--- config.mk ---
export PLATFORM = sky130hd
export DESIGN_NAME = unload_bram
export DESIGN_NICKNAME = d
export VERILOG_FILES = /design/src/rtl/bram_disp_pkg.sv /design/src/rtl/rd_skid_fifo.sv /design/src/rtl/unload_bram.sv
export SDC_FILE = /design/constraint.sdc
export NUM_CORES = 1
export LEC_CHECK = 0
export ABC_CLOCK_PERIOD_IN_PS = 3700
export CELL_PAD_IN_SITES_DETAIL_PLACEMENT = 0
export CELL_PAD_IN_SITES_GLOBAL_PLACEMENT = 1
export CORE_MARGIN = 1
export CORE_UTILIZATION = 44
export CTS_BUF_LIST = sky130_fd_sc_hd__clkbuf_8 sky130_fd_sc_hd__clkbuf_16
export CTS_CLUSTER_DIAMETER = 200
export DETAILED_ROUTE_END_ITERATION = 7
export PLACE_DENSITY = 0.78
export SYNTH_ARGS = -nofsm -noshare
export SYNTH_HDL_FRONTEND = slang
export SYNTH_SLANG_ARGS = --single-unit
--- constraint.sdc ---
create_clock -name clk -period 3.7 [get_ports clk]
set_input_delay 0.74 -clock clk [delete_from_list [all_inputs] [get_ports clk]]
set_output_delay 0.74 -clock clk [all_outputs]
set_load 0.01 [all_outputs]
--- src/rtl/bram_disp_pkg.sv ---
// ============================================================================
// bram_disp_pkg : shared types and constants for the disparity-map BRAM movers
// Config macro : UNLOAD_BRAM_OUTREG_EN (BRAM output register, read latency 2)
// Revision     : 1.0
// ============================================================================
`default_nettype none

package bram_disp_pkg;

  typedef enum logic [1:0] {
    ST_IDLE  = 2'd0,
    ST_RUN   = 2'd1,
    ST_DRAIN = 2'd2,
    ST_DONE  = 2'd3
  } state_t;

  localparam int SKID_DEPTH = 4;

`ifdef UNLOAD_BRAM_OUTREG_EN
  localparam int RD_LAT = 2;
`else
  localparam int RD_LAT = 1;
`endif

endpackage

`default_nettype wire

--- src/rtl/rd_skid_fifo.sv ---
// ============================================================================
// rd_skid_fifo : 4-entry first-word-fall-through buffer with occupancy count
// Revision     : 1.0
// ============================================================================
`default_nettype none

module rd_skid_fifo
  import bram_disp_pkg::*;
(
  input  logic        clk,
  input  logic        rst,
  input  logic        push,
  input  logic [31:0] din,
  input  logic        pop,
  output logic [31:0] dout,
  output logic [2:0]  count,
  output logic        empty
);

  localparam int              PTR_W    = $clog2(SKID_DEPTH);
  localparam logic [PTR_W:0]  FULL_CNT = (PTR_W + 1)'(SKID_DEPTH);

  logic [31:0]      mem_q [SKID_DEPTH];
  logic [31:0]      mem_d [SKID_DEPTH];
  logic [PTR_W-1:0] wr_ptr_q, wr_ptr_d;
  logic [PTR_W-1:0] rd_ptr_q, rd_ptr_d;
  logic [PTR_W:0]   count_q, count_d;
  logic             do_push, do_pop;

  always_comb begin
    do_push  = push && (count_q != FULL_CNT);
    do_pop   = pop && (count_q != '0);
    mem_d    = mem_q;
    wr_ptr_d = wr_ptr_q;
    rd_ptr_d = rd_ptr_q;
    count_d  = count_q;
    if (do_push) begin
      mem_d[wr_ptr_q] = din;
      wr_ptr_d        = wr_ptr_q + 1'b1;
    end
    if (do_pop) begin
      rd_ptr_d = rd_ptr_q + 1'b1;
    end
    case ({do_push, do_pop})
      2'b10:   count_d = count_q + 1'b1;
      2'b01:   count_d = count_q - 1'b1;
      default: count_d = count_q;
    endcase
  end

  always_ff @(posedge clk or posedge rst) begin
    if (rst) begin
      wr_ptr_q <= '0;
      rd_ptr_q <= '0;
      count_q  <= '0;
    end else begin
      wr_ptr_q <= wr_ptr_d;
      rd_ptr_q <= rd_ptr_d;
      count_q  <= count_d;
    end
  end

  // Storage needs no reset: its contents are only visible when count is non-zero.
  always_ff @(posedge clk) begin
    mem_q <= mem_d;
  end

  assign dout  = mem_q[rd_ptr_q];
  assign count = count_q;
  assign empty = (count_q == '0);

endmodule

`default_nettype wire

--- src/rtl/unload_bram.sv ---
// ============================================================================
// unload_bram : streams a block of BRAM words into px_out_fifo in address order
// Config macro : UNLOAD_BRAM_OUTREG_EN (two-stage in-flight tracking)
// Revision     : 1.0
// ============================================================================
`default_nettype none

module unload_bram
  import bram_disp_pkg::*;
#(
  parameter int ADDR_STEP = 4,
  parameter int CNT_W     = 20
) (
  input  logic             clk,
  input  logic             rst,
  input  logic             start,
  input  logic [31:0]      base_addr,
  input  logic [CNT_W-1:0] num_words,
  output logic             busy,
  output logic             done,
  output logic             rd_clk_bram,
  output logic             en_bram,
  output logic [3:0]       we_bram,
  output logic [31:0]      addr_bram,
  input  logic [31:0]      dout_bram,
  output logic             wr_en_fifo,
  output logic [31:0]      dout_fifo,
  input  logic             full_fifo
);

  localparam logic [31:0] STEP       = 32'(ADDR_STEP);
  localparam logic [2:0]  SKID_LIMIT = 3'(SKID_DEPTH);

  state_t            state_q, state_d;
  logic [31:0]       cur_addr_q, cur_addr_d;
  logic [CNT_W-1:0]  num_q, num_d;
  logic [CNT_W-1:0]  issued_q, issued_d;
  logic [RD_LAT-1:0] inflight_q, inflight_d;
  logic              zero_done_q, zero_done_d;
  logic [2:0]        inflight_cnt;
  logic [2:0]        skid_count;
  logic [31:0]       skid_dout;
  logic              skid_empty, skid_push, skid_pop;
  logic              issue, last_issue, drained;

  assign rd_clk_bram  = clk;
  assign we_bram      = 4'b0000;
  assign addr_bram    = cur_addr_q;
  assign en_bram      = issue;
  assign skid_push    = inflight_q[RD_LAT-1];
  assign skid_pop     = !skid_empty && !full_fifo;
  assign wr_en_fifo   = skid_pop;
  assign dout_fifo    = skid_dout;
  assign inflight_cnt = 3'($countones(inflight_q));
  assign last_issue   = issue && ((issued_q + CNT_W'(1)) == num_q);
  // Finishing on the cycle of the final pop makes done land right after the last write.
  assign drained      = (inflight_cnt == 3'd0) &&
                        ((skid_count == 3'd0) || ((skid_count == 3'd1) && skid_pop));

  generate
    if (RD_LAT > 1) begin : g_lat_multi
      assign inflight_d = {inflight_q[RD_LAT-2:0], issue};
    end else begin : g_lat_single
      assign inflight_d = issue;
    end
  endgenerate

  always_ff @(posedge clk or posedge rst) begin
    if (rst) begin
      state_q <= ST_IDLE;
    end else begin
      state_q <= state_d;
    end
  end

  always_comb begin
    state_d = state_q;
    case (state_q)
      ST_IDLE:  if (start && (num_words != '0)) state_d = ST_RUN;
      ST_RUN:   if (last_issue) state_d = ST_DRAIN;
      ST_DRAIN: if (drained) state_d = ST_DONE;
      ST_DONE:  state_d = ST_IDLE;
      default:  state_d = ST_IDLE;
    endcase
  end

  // A read is issued only if the skid has a slot reserved for its returning data.
  always_comb begin
    issue = 1'b0;
    busy  = 1'b0;
    done  = 1'b0;
    case (state_q)
      ST_IDLE:  done = zero_done_q;
      ST_RUN: begin
        busy  = 1'b1;
        issue = (issued_q < num_q) && ((skid_count + inflight_cnt) < SKID_LIMIT);
      end
      ST_DRAIN: busy = 1'b1;
      ST_DONE: begin
        busy = 1'b1;
        done = 1'b1;
      end
      default: ;
    endcase
  end

  always_comb begin
    cur_addr_d  = cur_addr_q;
    num_d       = num_q;
    issued_d    = issued_q;
    zero_done_d = 1'b0;
    if ((state_q == ST_IDLE) && start) begin
      if (num_words != '0) begin
        cur_addr_d = base_addr;
        num_d      = num_words;
        issued_d   = '0;
      end else begin
        zero_done_d = 1'b1;
      end
    end else if (issue) begin
      cur_addr_d = cur_addr_q + STEP;
      issued_d   = issued_q + CNT_W'(1);
    end
  end

  always_ff @(posedge clk or posedge rst) begin
    if (rst) begin
      cur_addr_q  <= '0;
      num_q       <= '0;
      issued_q    <= '0;
      inflight_q  <= '0;
      zero_done_q <= 1'b0;
    end else begin
      cur_addr_q  <= cur_addr_d;
      num_q       <= num_d;
      issued_q    <= issued_d;
      inflight_q  <= inflight_d;
      zero_done_q <= zero_done_d;
    end
  end

  rd_skid_fifo u_skid (
    .clk   (clk),
    .rst   (rst),
    .push  (skid_push),
    .din   (dout_bram),
    .pop   (skid_pop),
    .dout  (skid_dout),
    .count (skid_count),
    .empty (skid_empty)
  );

endmodule

`default_nettype wire

==> metrics.txt, run 1 <==
Avg Cell Area, Syn 12.37 µm²; fin crit period 3445 ps; Detailed Place HPWL 16320 µm; CP startpoint kind flip-flop; class of the worst hold path flip-flop to flip-flop; multiplexer share of the synthesized area 0.1013; vias in the first global route 7214; Adder-Cell Fraction of Synth Area 0.04362; Reg-to-Reg Start issued_q[0]; largest net degree at the start of global routing 63; Max-Cap Viols 0; Clk Latency, worst-skew pair 630 ps; RSZ-0062 raised after global routing false; hold endpoint u_skid.rd_ptr_q[1]; Reg2Reg Depth 8; final WL 23940 µm; Power Density 469.8 nW/µm²; setup ws final 255.2 ps; number of buffer cells added on primary ports 156; drt pass-1 iters 5; drt first-iter violations 443; final hold vios 0; Die H 155.2 µm; Post-Syn Area 10330 µm²; layout cells sized above 1 0.1215; gpl congestion 0.8320; Worst path max stage delay 500 ps; WP data arrival 2700 ps; WHS Path Cells 1; xor/xnor share of the synthesized area 0.02375; grt total ovfl 0; total routing usage reported by global routing 0.2079; FP Rows 55; die area 24090 µm²; r2r endpoint state_q[1]; # fillers 1946; via-per-instance ratio 5.395; Ports 161; most frequent cells in the layout 155 x clkdlybuf4s50_1, 128 x edfxtp_1, 82 x dfrtp_1, 75 x nand2_1, 55 x a21oi_1; main combinational cell family by area after synthesis simple AND/OR/NAND/NOR gates; synth warn 0; worst endpoint required time 2960 ps; register area 5922 µm²; WL/cell 18.18 µm; Layout Nets 1111; ant diodes 0; Slew @ Worst Pin 749.5 ps; Post-Synthesis Cells 835; area delta synth->final 26.32%; Multi-input gate area 4069 µm²; post-synthesis simple-gate area fraction 0.1197; Crit path max-delay family compound AO/OA/AOI/OAI gates; most common cell after layout, fill and taps aside clkdlybuf4s50_1; status completed; Slew headroom 0.4998; starting density of the core 0.4520; Final Skew 16.47 ps; Setup crit end kind primary output; Pleak 5.007 nW; Place WS 455.8 ps; Final Max Tran Viols 0; crit-path max FO 11; Crit Path Class flip-flop to primary output; r2r setup slk 630 ps; achievable clock frequency 290.3 MHz; critical path, cell by cell ha_1 > nand4_1 > a2111o_1 > a41oi_2 > nor2b_1 > dlygate4sd2_1; Hold Crit Start u_skid.rd_ptr_q[1]; FF+latch count, synth 211; cts hold-fix bufs 0; Worst path slowest cell dfrtp_1; Final setup viols 0; Fin Setup TNS 0 ps; Final period util 0.9310; Synth async-reset ratio 0.3934; Core ar. 22850 µm²; DRC 0; global-route wire length before repair 39190 µm; Yosys cell types 63; die width 155.2 µm; maximum vdd drop 0.0003145 V; clk slew on worst S/H paths 60 ps; initial antenna violation count 0; TritonCTS clock tree done; Post-synth EDFFs 128; CP bufs+invs 1; detailed-route via count 7105; post-synthesis compound-gate area fraction 0.1015; Post-synth top flop edfxtp_1; register area share after synthesis 0.5734; Final ANT Viol Nets 0
==> cells in the mapped netlist (all sizes together) (6+ instances only) <==
cell / number / share of area
clkbuf: 32 / 0.012
and2: 6 / 0.0036
o21ai: 47 / 0.023
mux4: 32 / 0.070
edfxtp: 128 / 0.37
o22ai: 10 / 0.0061
a311oi: 9 / 0.0076
nand4: 20 / 0.016
mux2: 20 / 0.022
ha: 36 / 0.044
nor4: 12 / 0.0093
nand3: 28 / 0.014
nor3: 15 / 0.0078
and3: 12 / 0.0073
a22o: 9 / 0.0076
dfrtp: 83 / 0.20
nand2: 76 / 0.028
nor2b: 7 / 0.0042
xnor2: 20 / 0.017
a21oi: 55 / 0.027
nor2: 43 / 0.016
mux2i: 10 / 0.0097
xor2: 8 / 0.0068
buf: 20 / 0.011
inv: 37 / 0.013
==> worst register-to-register path, cell delays in order (launching register included) <==
cell and delay [ps]:
dfrtp_1 470, ha_1 340, nand3_1 280, nor4_2 640, mux2i_1 140, or3b_2 470, nand3_1 120, a41oi_1 190
mux2_2 310
==> worst max-delay path by stage <==
stage	from	to	cells after the start
2_1_floorplan	rst	addr_bram[0]	1
3_3_place_gp	num_words[15]	state_q[1]	8
3_5_place_dp	num_words[15]	state_q[1]	8
4_1_cts	issued_q[11]	en_bram	6
5_1_grt	issued_q[9]	en_bram	6
6_report	issued_q[9]	en_bram	6
==> power by group <==
| part | leakage, nW | switching, W | internal, W |
|---|---|---|---|
| sequential | 2.24 | 0.0000792 | 0.00253 |
| clock | 0.425 | 0.000936 | 0.00135 |
| combinational | 2.34 | 0.000472 | 0.000758 |
| total | 5.01 | 0.00149 | 0.00464 |
==> cells by family (layout without fill, tap and decap cells) <==
family / Yosys count / count (layout)
compound gates: 168 / 168
buf+inv: 89 / 255
other cells: 1 / 4
mux: 62 / 62
xor+xnor: 28 / 28
flops: 211 / 211
fa+ha+maj: 36 / 36
simple gates: 240 / 240
==> flip-flops by register name, indices dropped and copies added, names as in the netlist <==
register	cells
u_skid.rd_ptr_q	2
zero_done_q	1
inflight_q	1
u_skid.wr_ptr_q	2
addr_bram	32
state_q	2
num_q	20
u_skid.mem_q	128
issued_q	20
u_skid.count	3
==> metal layers <==
| metal | vias up | GRT usage | part of all wire |
|---|---|---|---|
| met2 | 193 | 0.3297 | 0.47 |
| met4 | 0 | 0.05976 | 0.018 |
| li1 | 3424 | - | - |
| met5 | - | 0 | 0 |
| met3 | 36 | 0.05292 | 0.067 |
| met1 | 3452 | 0.2831 | 0.44 |
==> through the flow <==
step / hold WS (ps) / std cells / power, W / cell area [µm²] / utilization
after global placement: 460.8 / 1271 / 0.003931 / 12260 / 0.5366
after CTS: 475.9 / 1317 / 0.006221 / 13040 / 0.5709
final: 469.5 / 1317 / 0.006128 / 13040 / 0.5709
after detailed placement: 467.7 / 1271 / 0.003936 / 12260 / 0.5366
after global routing: 505.3 / 1317 / 0.006391 / 13040 / 0.5709
after floorplan: 486.2 / 838 / 0.003328 / 10340 / -
==> cell type report <==
cell class | instances | share of cell area
Inverter | 37 | 0.01074
Multi-Input combinational cell | 538 | 0.3119
Tap cell | 313 | 0.03002
Sequential cell | 211 | 0.4540
Clock buffer | 29 | 0.05362
Clock inverter | 18 | 0.006811
Timing Repair Buffer | 171 | 0.1329
==> repair_timing <==
action	4_1_cts	5_1_grt
gates resized for setup	2	0
setup endpoints to repair	1	0
setup buffers	0	0
Power figures use the tool's default switching activity.
==> run 2: changes to the inputs <==
- ABC_CLOCK_PERIOD_IN_PS: 3700 -> 3300
- clock period: 3.7 -> 3.3 ns (I/O delays scaled with it)
==> metrics.txt, run 2 (same netlist as run 1, synthesis figures left out) <==
Detailed Place HPWL 16570 µm (was 16320 µm); maximum vdd drop 0.0003308 V (was 0.0003145 V); FP Rows 55 (unchanged); fin crit period 3183 ps; RSZ-0062 raised after global routing false (unchanged); power consumption 0.006946 W (was 0.006128 W); vias in the first global route 7173 (was 7214); crit-path max FO 15 (was 11); Setup crit end kind flip-flop (was primary output); CP startpoint kind flip-flop (unchanged); Final period util 0.9644; class of the worst hold path flip-flop to flip-flop (unchanged); Final setup viols 0 (unchanged); die width 155.2 µm (unchanged); clk slew on worst S/H paths 60 ps (about the same); Fin Setup TNS 0 ps (unchanged); starting density of the core 0.4520 (unchanged); Ports 161 (unchanged); Slew headroom 0.4532 (was 0.4998); gpl congestion 0.8092 (was 0.8320); TritonCTS clock tree done (unchanged); most frequent CP cell buf_4; via-per-instance ratio 5.436 (was 5.395); achievable clock frequency 314.2 MHz; ant diodes 0 (unchanged); die area 24090 µm² (unchanged); initial antenna violation count 0 (unchanged); detailed-route via count 7317 (was 7105); area delta synth->final 28.62% (was 26.32%); WP data arrival 3690 ps (was 2700 ps); Slew @ Worst Pin 819.3 ps (was 749.5 ps); worst endpoint required time 3810 ps (was 2960 ps); largest net degree at the start of global routing 63 (unchanged); Final ANT Viol Nets 0 (unchanged); Worst path slowest cell o21ai_4 (was dfrtp_1); most common cell after layout, fill and taps aside clkdlybuf4s50_1 (unchanged); Final Skew 11.46 ps (was 16.47 ps); final hold vios 0 (unchanged); Pleak 5.131 nW (was 5.007 nW); flip-flop count of the largest register after layout 128 (unchanged); # fillers 1922 (was 1946); Most flops, register u_skid.mem_q (unchanged); final WL 24830 µm (was 23940 µm); critical path, cell by cell inv_1 > ha_1 > and3_1 > a211o_1 > a211oi_4 > buf_4 > nand2_1 > o21ai_4 > buf_4 > o21ai_0 > a22o_1 (was ha_1 > nand4_1 > a2111o_1 > a41oi_2 > nor2b_1 > dlygate4sd2_1); most frequent cells in the layout 155 x clkdlybuf4s50_1, 128 x edfxtp_1, 77 x dfrtp_1, 75 x nand2_1, 55 x a21oi_1 (was 155 x clkdlybuf4s50_1, 128 x edfxtp_1, 82 x dfrtp_1, 75 x nand2_1, 55 x a21oi_1); status completed (unchanged); Final Max Tran Viols 0 (unchanged); global-route wire length before repair 39120 µm (was 39190 µm); Clk Latency, worst-skew pair 620 ps (was 630 ps); Power Density 523.0 nW/µm² (was 469.8 nW/µm²); drt pass-1 iters 5 (unchanged); Max-Cap Viols 0 (unchanged); drt first-iter violations 359 (was 443); number of buffer cells added on primary ports 156 (unchanged); layout cells sized above 1 0.1607 (was 0.1215); Worst path max stage delay 520 ps (was 500 ps); DRC 0 (unchanged); Crit Path Class flip-flop to flip-flop (was flip-flop to primary output); grt total ovfl 0 (unchanged); WL/cell 18.44 µm (was 18.18 µm); total routing usage reported by global routing 0.2082 (was 0.2079); Core ar. 22850 µm² (unchanged); Die H 155.2 µm (unchanged); Layout Nets 1140 (was 1111)
run 2: final cells by class:
class,count,area [µm²],share of cell area
clock inverters,15,86.33,0.006500
well taps,313,391.6,0.02949
repair buffers,200,1922,0.1447
inverters,37,140.1,0.01055
multi-input cells,539,4098,0.3085
clock buffers,31,715.7,0.05389
flip-flops and latches,211,5928,0.4463
run 2: worst paths after layout:
check,startpoint,end,slack (ps),cells after the start
min in group asynchronous,rst,addr_bram[0],500,2
min reg2reg,u_skid.rd_ptr_q[1],u_skid.rd_ptr_q[1],490,1
max in group asynchronous,rst,u_skid.rd_ptr_q[0],2100,3
max reg2reg,num_q[19],issued_q[13],120,11
max,num_q[19],issued_q[13],120,11
min,u_skid.rd_ptr_q[1],u_skid.rd_ptr_q[1],490,1
run 2: metrics by stage:
| stage | hold WS [ps] | util | cells | setup slack (ps) | instance area [µm²] |
|---|---|---|---|---|---|
| after global placement | 460.3 | 0.5437 | 1296 | 63.58 | 12420 |
| after CTS | 495.6 | 0.5798 | 1342 | 11.52 | 13250 |
| final | 488.2 | 0.5813 | 1346 | 117.4 | 13280 |
| after floorplan | 486.2 | - | 838 | 503.2 | 10340 |
| after detailed placement | 470.5 | 0.5437 | 1296 | 68.87 | 12420 |
| after global routing | 513.9 | 0.5813 | 1346 | 19.17 | 13280 |
run 2: routing by layer:
layer / up-vias / part of all wire / track usage
li1: 3486 / - / -
met1: 3576 / 0.45 / 0.2872
met2: 237 / 0.46 / 0.3297
met3: 18 / 0.071 / 0.05042
met4: 0 / 0.012 / 0.05649
met5: - / 0 / 0
run 2: worst max-delay path, delay by kind of cell, from the launching register on:
kind	cells	cell delay, ps
AOI/OAI and AO/OA	5	1450
adders and majority gates	1	320
buffers and inverters	3	530
DFF	1	370
and+or+nand+nor	2	390
run 2: repair_timing:
item / in CTS / in global routing
hold buffers: 0 / 0
setup buffers: 1 / 3
endpoints found under the setup margin: 1 / 11
gates resized for setup: 8 / 7
cloned: 0 / 1
pin swaps: 2 / 2
endpoints found under the hold margin: 0 / 0
run 2: power breakdown:
part	internal [W]	switching (W)	total, W
combinational	0.000859	0.000577	0.00144
sequential	0.00284	0.0000485	0.00289
clock	0.00154	0.00108	0.00262
total	0.00524	0.00171	0.00695
